**src/rtl/cb_wb_arbiter.sv**
```systemverilog
// cb_wb_arbiter: shares the completion-buffer result write port between
// NUM_REQ functional units. Each unit owns a one-entry skid register. A
// round-robin arbiter picks one full skid per cycle and registers it into
// the wb_* output stage. A flush drops every pending result.
//
// Handshake: a unit transfers a result on a cycle where req_valid[i] and
// req_ready[i] are both high at the rising CLK edge. req_ready[i] depends
// only on skid state, the grant and flush, never on req_valid. wb_valid is
// a one-cycle write strobe with no backpressure from the completion buffer.
module cb_wb_arbiter #(
  parameter int NUM_REQ = 4,
  parameter int IDX_W   = 4,
  parameter int DATA_W  = 32,
  localparam int SRC_W  = $clog2(NUM_REQ)
) (
  input  logic                      CLK,
  input  logic                      nRST,
  input  logic                      flush,
  input  logic [NUM_REQ-1:0]        req_valid,
  output logic [NUM_REQ-1:0]        req_ready,
  input  logic [NUM_REQ*IDX_W-1:0]  req_index,
  input  logic [NUM_REQ*DATA_W-1:0] req_data,
  input  logic [NUM_REQ*5-1:0]      req_vd,
  input  logic [NUM_REQ-1:0]        req_exception,
  input  logic [NUM_REQ-1:0]        req_wen,
  output logic                      wb_valid,
  output logic [IDX_W-1:0]          wb_index,
  output logic [DATA_W-1:0]         wb_data,
  output logic [4:0]                wb_vd,
  output logic                      wb_exception,
  output logic                      wb_wen,
  output logic [SRC_W-1:0]          wb_src
);

  // Skid registers, one entry per unit.
  logic [NUM_REQ-1:0] skid_v;
  logic [IDX_W-1:0]   skid_index [NUM_REQ];
  logic [DATA_W-1:0]  skid_data  [NUM_REQ];
  logic [4:0]         skid_vd    [NUM_REQ];
  logic [NUM_REQ-1:0] skid_exc;
  logic [NUM_REQ-1:0] skid_wen;

  // Arbitration state and decisions.
  logic [SRC_W-1:0]   rr_ptr;
  logic [SRC_W-1:0]   rr_next;
  logic [SRC_W-1:0]   grant_idx;
  logic [SRC_W-1:0]   scan_idx;
  logic               grant_any;
  logic [NUM_REQ-1:0] grant;
  logic [NUM_REQ-1:0] accept;

  // Round-robin search: first full skid at or after rr_ptr, wrapping.
  always_comb begin
    grant_any = 1'b0;
    grant_idx = '0;
    scan_idx  = '0;
    for (int k = 0; k < NUM_REQ; k++) begin
      scan_idx = SRC_W'((int'(rr_ptr) + k) % NUM_REQ);
      if (!grant_any && skid_v[scan_idx]) begin
        grant_any = 1'b1;
        grant_idx = scan_idx;
      end
    end
  end

  assign grant   = grant_any ? (NUM_REQ'(1) << grant_idx) : '0;
  assign rr_next = (grant_idx == SRC_W'(NUM_REQ - 1)) ? '0 : grant_idx + SRC_W'(1);

  // A skid being drained this cycle can be refilled in the same cycle, so a
  // single unit streams at one result per cycle.
  assign req_ready = ~{NUM_REQ{flush}} & (~skid_v | grant);
  assign accept    = req_valid & req_ready;

  // Skid update: flush clears, accept loads (even when granted), grant clears.
  always_ff @(posedge CLK or negedge nRST) begin
    if (!nRST) begin
      skid_v   <= '0;
      skid_exc <= '0;
      skid_wen <= '0;
      for (int i = 0; i < NUM_REQ; i++) begin
        skid_index[i] <= '0;
        skid_data[i]  <= '0;
        skid_vd[i]    <= '0;
      end
    end else if (flush) begin
      skid_v <= '0;
    end else begin
      for (int i = 0; i < NUM_REQ; i++) begin
        if (accept[i]) begin
          skid_v[i]     <= 1'b1;
          skid_index[i] <= req_index[i*IDX_W +: IDX_W];
          skid_data[i]  <= req_data[i*DATA_W +: DATA_W];
          skid_vd[i]    <= req_vd[i*5 +: 5];
          skid_exc[i]   <= req_exception[i];
          skid_wen[i]   <= req_wen[i];
        end else if (grant[i]) begin
          skid_v[i] <= 1'b0;
        end
      end
    end
  end

  // Output stage and round-robin pointer; a grant during flush is discarded.
  always_ff @(posedge CLK or negedge nRST) begin
    if (!nRST) begin
      wb_valid     <= 1'b0;
      wb_index     <= '0;
      wb_data      <= '0;
      wb_vd        <= '0;
      wb_exception <= 1'b0;
      wb_wen       <= 1'b0;
      wb_src       <= '0;
      rr_ptr       <= '0;
    end else if (flush) begin
      wb_valid     <= 1'b0;
      wb_exception <= 1'b0;
      wb_wen       <= 1'b0;
      rr_ptr       <= '0;
    end else if (grant_any) begin
      wb_valid     <= 1'b1;
      wb_index     <= skid_index[grant_idx];
      wb_data      <= skid_data[grant_idx];
      wb_vd        <= skid_vd[grant_idx];
      wb_exception <= skid_exc[grant_idx];
      wb_wen       <= skid_wen[grant_idx] & ~skid_exc[grant_idx];
      wb_src       <= grant_idx;
      rr_ptr       <= rr_next;
    end else begin
      wb_valid     <= 1'b0;
      wb_exception <= 1'b0;
      wb_wen       <= 1'b0;
    end
  end

endmodule
```
**config.mk**
```make
export PLATFORM = sky130hd
export DESIGN_NAME = cb_wb_arbiter
export DESIGN_NICKNAME = d
export VERILOG_FILES = /design/src/rtl/cb_wb_arbiter.sv
export SDC_FILE = /design/constraint.sdc
export NUM_CORES = 1
export LEC_CHECK = 0
export CORE_UTILIZATION = 40
export CTS_CLUSTER_DIAMETER = 60
export DETAILED_ROUTE_END_ITERATION = 12
export PLACE_DENSITY = 0.65
export SETUP_SLACK_MARGIN = 0.1
export SKIP_CTS_REPAIR_TIMING = 1
export SKIP_LAST_GASP = 1
export SLEW_MARGIN = 40
export SYNTH_ARGS = -nofsm -noshare
export SYNTH_HDL_FRONTEND = slang
export SYNTH_SLANG_ARGS = --single-unit
```
**constraint.sdc**
```tcl
create_clock -name CLK -period 3.05 [get_ports CLK]
set_clock_uncertainty 0.05 [all_clocks]
set_input_delay 0.4575 -clock CLK [delete_from_list [all_inputs] [get_ports CLK]]
set_output_delay 0.4575 -clock CLK [all_outputs]
set_load 0.05 [all_outputs]
```
Word level (Yosys, flattened, before mapping)
Cells that the tools add are included.
Storage, ports and cells
  bits in registers: 224
Operators by class
  add/sub/neg operators: 4
  magnitude comparators: 6
  equal/unequal tests: 1
  shift-type cells: 1
  multiplexer cells: 48
  bitwise operators: 9
  reduce and logical (&&, ||, !) cells: 16
Operators with widths (number)
  binary-select mux 32 bit (select 2 bit): 1
  two-way mux 32 bit: 2
  two-way mux 1 bit: 24
  two-way mux 4 bit: 4
  less-than comparator 2 x 3 -> 1 bit, second input constant: 5
  two-way mux 2 bit: 7
  binary-select mux 1 bit (select 2 bit): 6
  nonzero test 3 bit: 4
  binary-select mux 5 bit (select 2 bit): 1
  two-way mux 5 bit: 2
  AND reduction 2 bit: 5
  AND 4 bit: 2
  binary-select mux 4 bit (select 2 bit): 1
  NOT 4 bit: 2
  adder 2 x 1 -> 2 bit, second input constant: 2
  adder 2 bit, second input constant: 2
  bitwise OR 4 bit: 1
  << shifter 1 x 2 -> 4 bit, first input constant: 1
  >= comparator 3 bit, second input constant: 1
  logical AND 1 bit: 3
  logical NOT 1 bit: 3
  NOT 2 -> 3 bit: 1
  equality test 2 bit, second input constant: 1
  NOT 1 bit: 2
  2 further kinds: 2

Logic depth before layout (Yosys ltp)
  word-level depth: 19
  gate-level depth with buffers: 14
  mapped depth without buffers: 9

Least setup slack after synthesis
OpenSTA, ideal clock, no wires.
  kind: reg-to-reg
  start point: reg skid_v[0]
  end point: reg skid_data[67] (netlist bit)
  setup time: 125 ps
  arrival time: 3376 ps
  required time: 2875 ps
  slack: -501 ps
  cell stages (with the launch flop): 14
  path buffers: 4
  cell sequence: dfrtp_1 and2b_1 a2111oi_0 nor2_1 buf_4 buf_2 inv_1 ha_1 nor2_1 nor2_1 and2_1 clkbuf_1 buf_2 mux2_2
Between the ends
  longest elaborated chain between the ends: 18
  elaborated cells between the ends (all ways): 28
  those cells by class: shift (1); mux (17); bitwise (3); reduce/logical (7)
RTL lines
  from (decl): line 36  | logic [NUM_REQ-1:0] skid_v;
  from (signal assigned): line 77  | skid_v <= '0;
  from (signal assigned): line 86  | skid_v <= '0;
  from (signal, indexed assignment): line 90  | skid_v[i] <= 1'b1;
  binary-select mux 1 bit (select 2 bit): line 59  | if (!grant_any && skid_v[scan_idx]) begin
  two-way mux 1 bit (not written as such): line 59
  two-way mux 1 bit: line 59
  logical NOT 1 bit: line 59
  logical AND 1 bit: line 59
  two-way mux 1 bit: line 59
  logical NOT 1 bit: line 59
  logical AND 1 bit: line 59
  (+3 left out)
  two-way mux 2 bit: line 59
  << shifter 1 x 2 -> 4 bit: line 66  | assign grant = grant_any ? (NUM_REQ'(1) << grant_idx) : '0;
  two-way mux 4 bit (*): line 66
  bitwise OR 4 bit (*): line 71  | assign req_ready = ~{NUM_REQ{flush}} & (~skid_v | grant);
  AND 4 bit (*): line 71
  net req_ready[1]: line 20  | output logic [NUM_REQ-1:0] req_ready,
  AND 4 bit (*): line 72  | assign accept = req_valid & req_ready;
  AND reduction 2 bit (no line) (*)
  to (signal, indexed assignment): line 92  | skid_data[i] <= req_data[i*DATA_W +: DATA_W];
  to (decl): line 38  | logic [DATA_W-1:0] skid_data [NUM_REQ];
The timed path passes the listed nets; every way through them passes the cells marked *. The select of a mux whose other input is x is not followed.
A chain may end at the register's enable or synchronous reset.

Worst setup path in the final report
  start point: reg skid_v[0]
  end point: out req_ready[1]
Between the ends
  longest elaborated chain between the ends: 16
  elaborated cells between the ends (all ways): 26
  those cells by class: shift (1); mux (17); bitwise (2); reduce/logical (6)
RTL lines (line)
  binary-select mux 1 bit (select 2 bit): 59
  two-way mux 1 bit (not written as such): 59
  two-way mux 1 bit: 59
  logical NOT 1 bit: 59
  logical AND 1 bit: 59
  two-way mux 1 bit: 59
  logical NOT 1 bit: 59
  logical AND 1 bit: 59
  two-way mux 1 bit: 59
  logical NOT 1 bit: 59
  logical AND 1 bit: 59
  two-way mux 2 bit: 59
  << shifter 1 x 2 -> 4 bit: 66
  two-way mux 4 bit (*): 66
  bitwise OR 4 bit (*): 71
  AND 4 bit (*): 71
  to (decl): 20
Mark *: on every way between the ends. The rest lies on a longest branch, timed or not. The select of a mux whose other input is x is not followed.

==> metrics.csv <==
metric,value,unit
Peak VDD IR,0.501,mV
Post-synth EDFFs,0,
DP Wirelength,18.2,mm
largest net degree at the start of global routing,86,
share of the synthesized area in the top cell type,0.540,
WS Path Type,reg2out,
I/O pin cnt,229,
dpl cell area,13100,um^2
minimum hold slack,432,ps
register area,5610,um^2
Slew HR,0.573,
first-pass GRT wire length,44.2,mm
class of the worst hold path,reg2reg,
Final Max Tran Viols,0,
vias in the first global route,7619,
final WL,28.5,mm
Layout Nets,1169,
initial drt markers,382,
CTS tree,done,
RSZ-0062 raised after global routing,no,
Synthesized Nets,958,
routed via count,7333,
Switch Pwr,3470,uW
Max-Cap Viols,0,
via/cell ratio,5.48,
cell taking the most area after synthesis,dfrtp_1,
Cell Pwr Density,760,nW/um^2
antenna violations before repair,0,
H-tree depth,1,
Clock Sinks,224,
FP Rows,58,
Post-Syn Area,10400,um^2
setup TNS,0,ps
Final Cycle Share,0.925,
crit end category,output pin,
ANT cells,0,
antenna-violating nets left,0,
GR Overflow Total,0,
Placer Congestion,0.763,
maximum clock frequency,355,MHz
drt wl/cell,21.3,um
Reg power frac,0.392,
Die X,163,um
clock transition at the registers of the reported paths,60,ps
worst-path maximum fanout,7,
clk buf depth,3,
"Data arrival, critical path",2310,ps
Synth Area per Inst,13.3,um^2
wire length on met3,1.49,mm
port bufs,228,
dominant synthesized flop cell,dfrtp_1,
Final min period,2820,ps
Clk pwr share,0.302,
Net Sw Frac,0.327,
clock root cell,clkbuf_16,
Final Hold Fails,0,
Synth async-reset ratio,1.00,
Initial Util,0.410,
crit path launch type,register,
Synth area leaders,"dfrtp_1 54%, mux2_4 12%, mux2_1 5.3%",
met2 wire length,13.4,mm
layout cells sized above 1,0.210,
Comb power frac,0.306,
top sig layer,met4,
fillers,2129,
residual DRC count,0,
Worst Max-Slew Pin Slew,641,ps
Yosys warning count,0,
fin area,14000,um^2
status,completed,
core area,25300,um^2
CTS Buf Count,25,
Crit path required time,2540,ps
Tot GR Track Use,0.216,
total power,10600,uW
drt first pass iters,5,
internal power,7140,uW
register area share after synthesis,0.540,
M1 WL,13.0,mm
P_leak,0.00601,uW
flip-flop and latch count after synthesis,224,
multi-input logic area,4440,um^2
area growth from synthesis to layout,34.5,%
Die ar.,26600,um^2
post-synthesis cell count,778,
post-synth cell types,39,
Worst-Skew Late Latency,520,ps
die height,163,um
final setup fails,0,
flip-flops by register name (all words and copies together), names as in the netlist:
signal,flops
skid_v,4
skid_wen,4
skid_vd,20
wb_data,32
skid_index,16
wb_src,2
wb_valid,1
skid_data,128
rr_ptr,2
wb_exception,1
skid_exc,4
wb_vd,5
wb_wen,1
wb_index,4
per-stage QoR:
step,utilization,cells,setup slack [ps]
after global routing,0.551,1338,116
final,0.551,1338,229
after detailed placement,0.515,1291,346
after global placement,0.513,1288,395
after floorplan,-,778,117
after CTS,0.550,1337,205
placed cells by master (no fill, tap or decap), drive strengths merged:
master,instances
o21ai,87
a221oi,1
nand2,4
dfrtp,224
nand3b,1
ha,1
nand3,41
buf,29
and2b,1
o2bb2ai,41
mux2i,45
inv,8
o221a,1
dlygate4sd3,1
or3b,2
nand2b,4
mux2,172
bufinv,4
clkdlybuf4s50,223
a2111oi,1
a21bo,1
clkinv,4
a21oi,4
clkbuf,36
nor2,16
nor2b,6
o221ai,1
a21boi,1
or2,1
and2,1
a2bb2o,1
a41oi,41
a211oi,1
o22ai,2
or4,1
critical path: stages (launching register included):
cell,delay (ps)
dfrtp_1,470
and2b_1,260
a2111oi_2,450
nor2_4,80
inv_1,60
ha_1,130
nor2_1,70
nor2_4,130
buf_12,150
metal layers:
metal	vias to the layer above	track usage
li1	3318	-
met1	3718	0.300
met2	258	0.353
met3	39	0.0358
met4	0	0.0510
met5	-	0
power by group through the flow:
| stage | sequential [uW] | clock, uW | combinational, uW |
|---|---|---|---|
| floorplan | 4760 | 0 | 1470 |
| global placement | 4180 | 0 | 3200 |
| detailed placement | 4190 | 0 | 3260 |
| CTS | 4150 | 3270 | 3270 |
| global route | 4250 | 3380 | 3460 |
| finish | 4160 | 3200 | 3250 |
cell usage after synthesis (5+ instances only):
library cell	number
dfrtp_1	224
mux2_4	80
o21ai_1	57
mux2_1	49
mux2i_1	45
mux2_2	43
a41oi_1	41
nand3_1	41
o2bb2ai_1	41
clkbuf_1	30
o21ai_0	29
buf_2	26
nor2_1	16
buf_6	9
nor2b_1	6
inv_1	5
cell type report:
class | instances | area share
repair buffers | 253 | 0.185
clock buffers | 36 | 0.0521
clock inverters | 10 | 0.0113
multi-input cells | 479 | 0.318
flip-flops and latches | 224 | 0.402
well taps | 330 | 0.0296
inverters | 6 | 0.00161
worst paths after layout:
path                                  start             end  slack [ps]  depth (start not counted)
worst max-delay path              skid_v[0]    req_ready[1]         230                          8
worst min-delay path            skid_wen[2]     skid_wen[2]         430                          1
worst max register to register    skid_v[0]   skid_data[82]         350                         10
worst min register to register  skid_wen[2]     skid_wen[2]         430                          1
max in group asynchronous              nRST   skid_data[40]        1740                          3
min in group asynchronous              nRST  skid_data[125]         470                          2
cells by family after synthesis:
kind of cell | share of synthesized area
fa+ha+maj | 0.00121
simple gates | 0.0388
flops | 0.540
compound gates | 0.123
mux | 0.259
buf+inv | 0.0382
No activity file was read; power rests on OpenSTA's default activity.
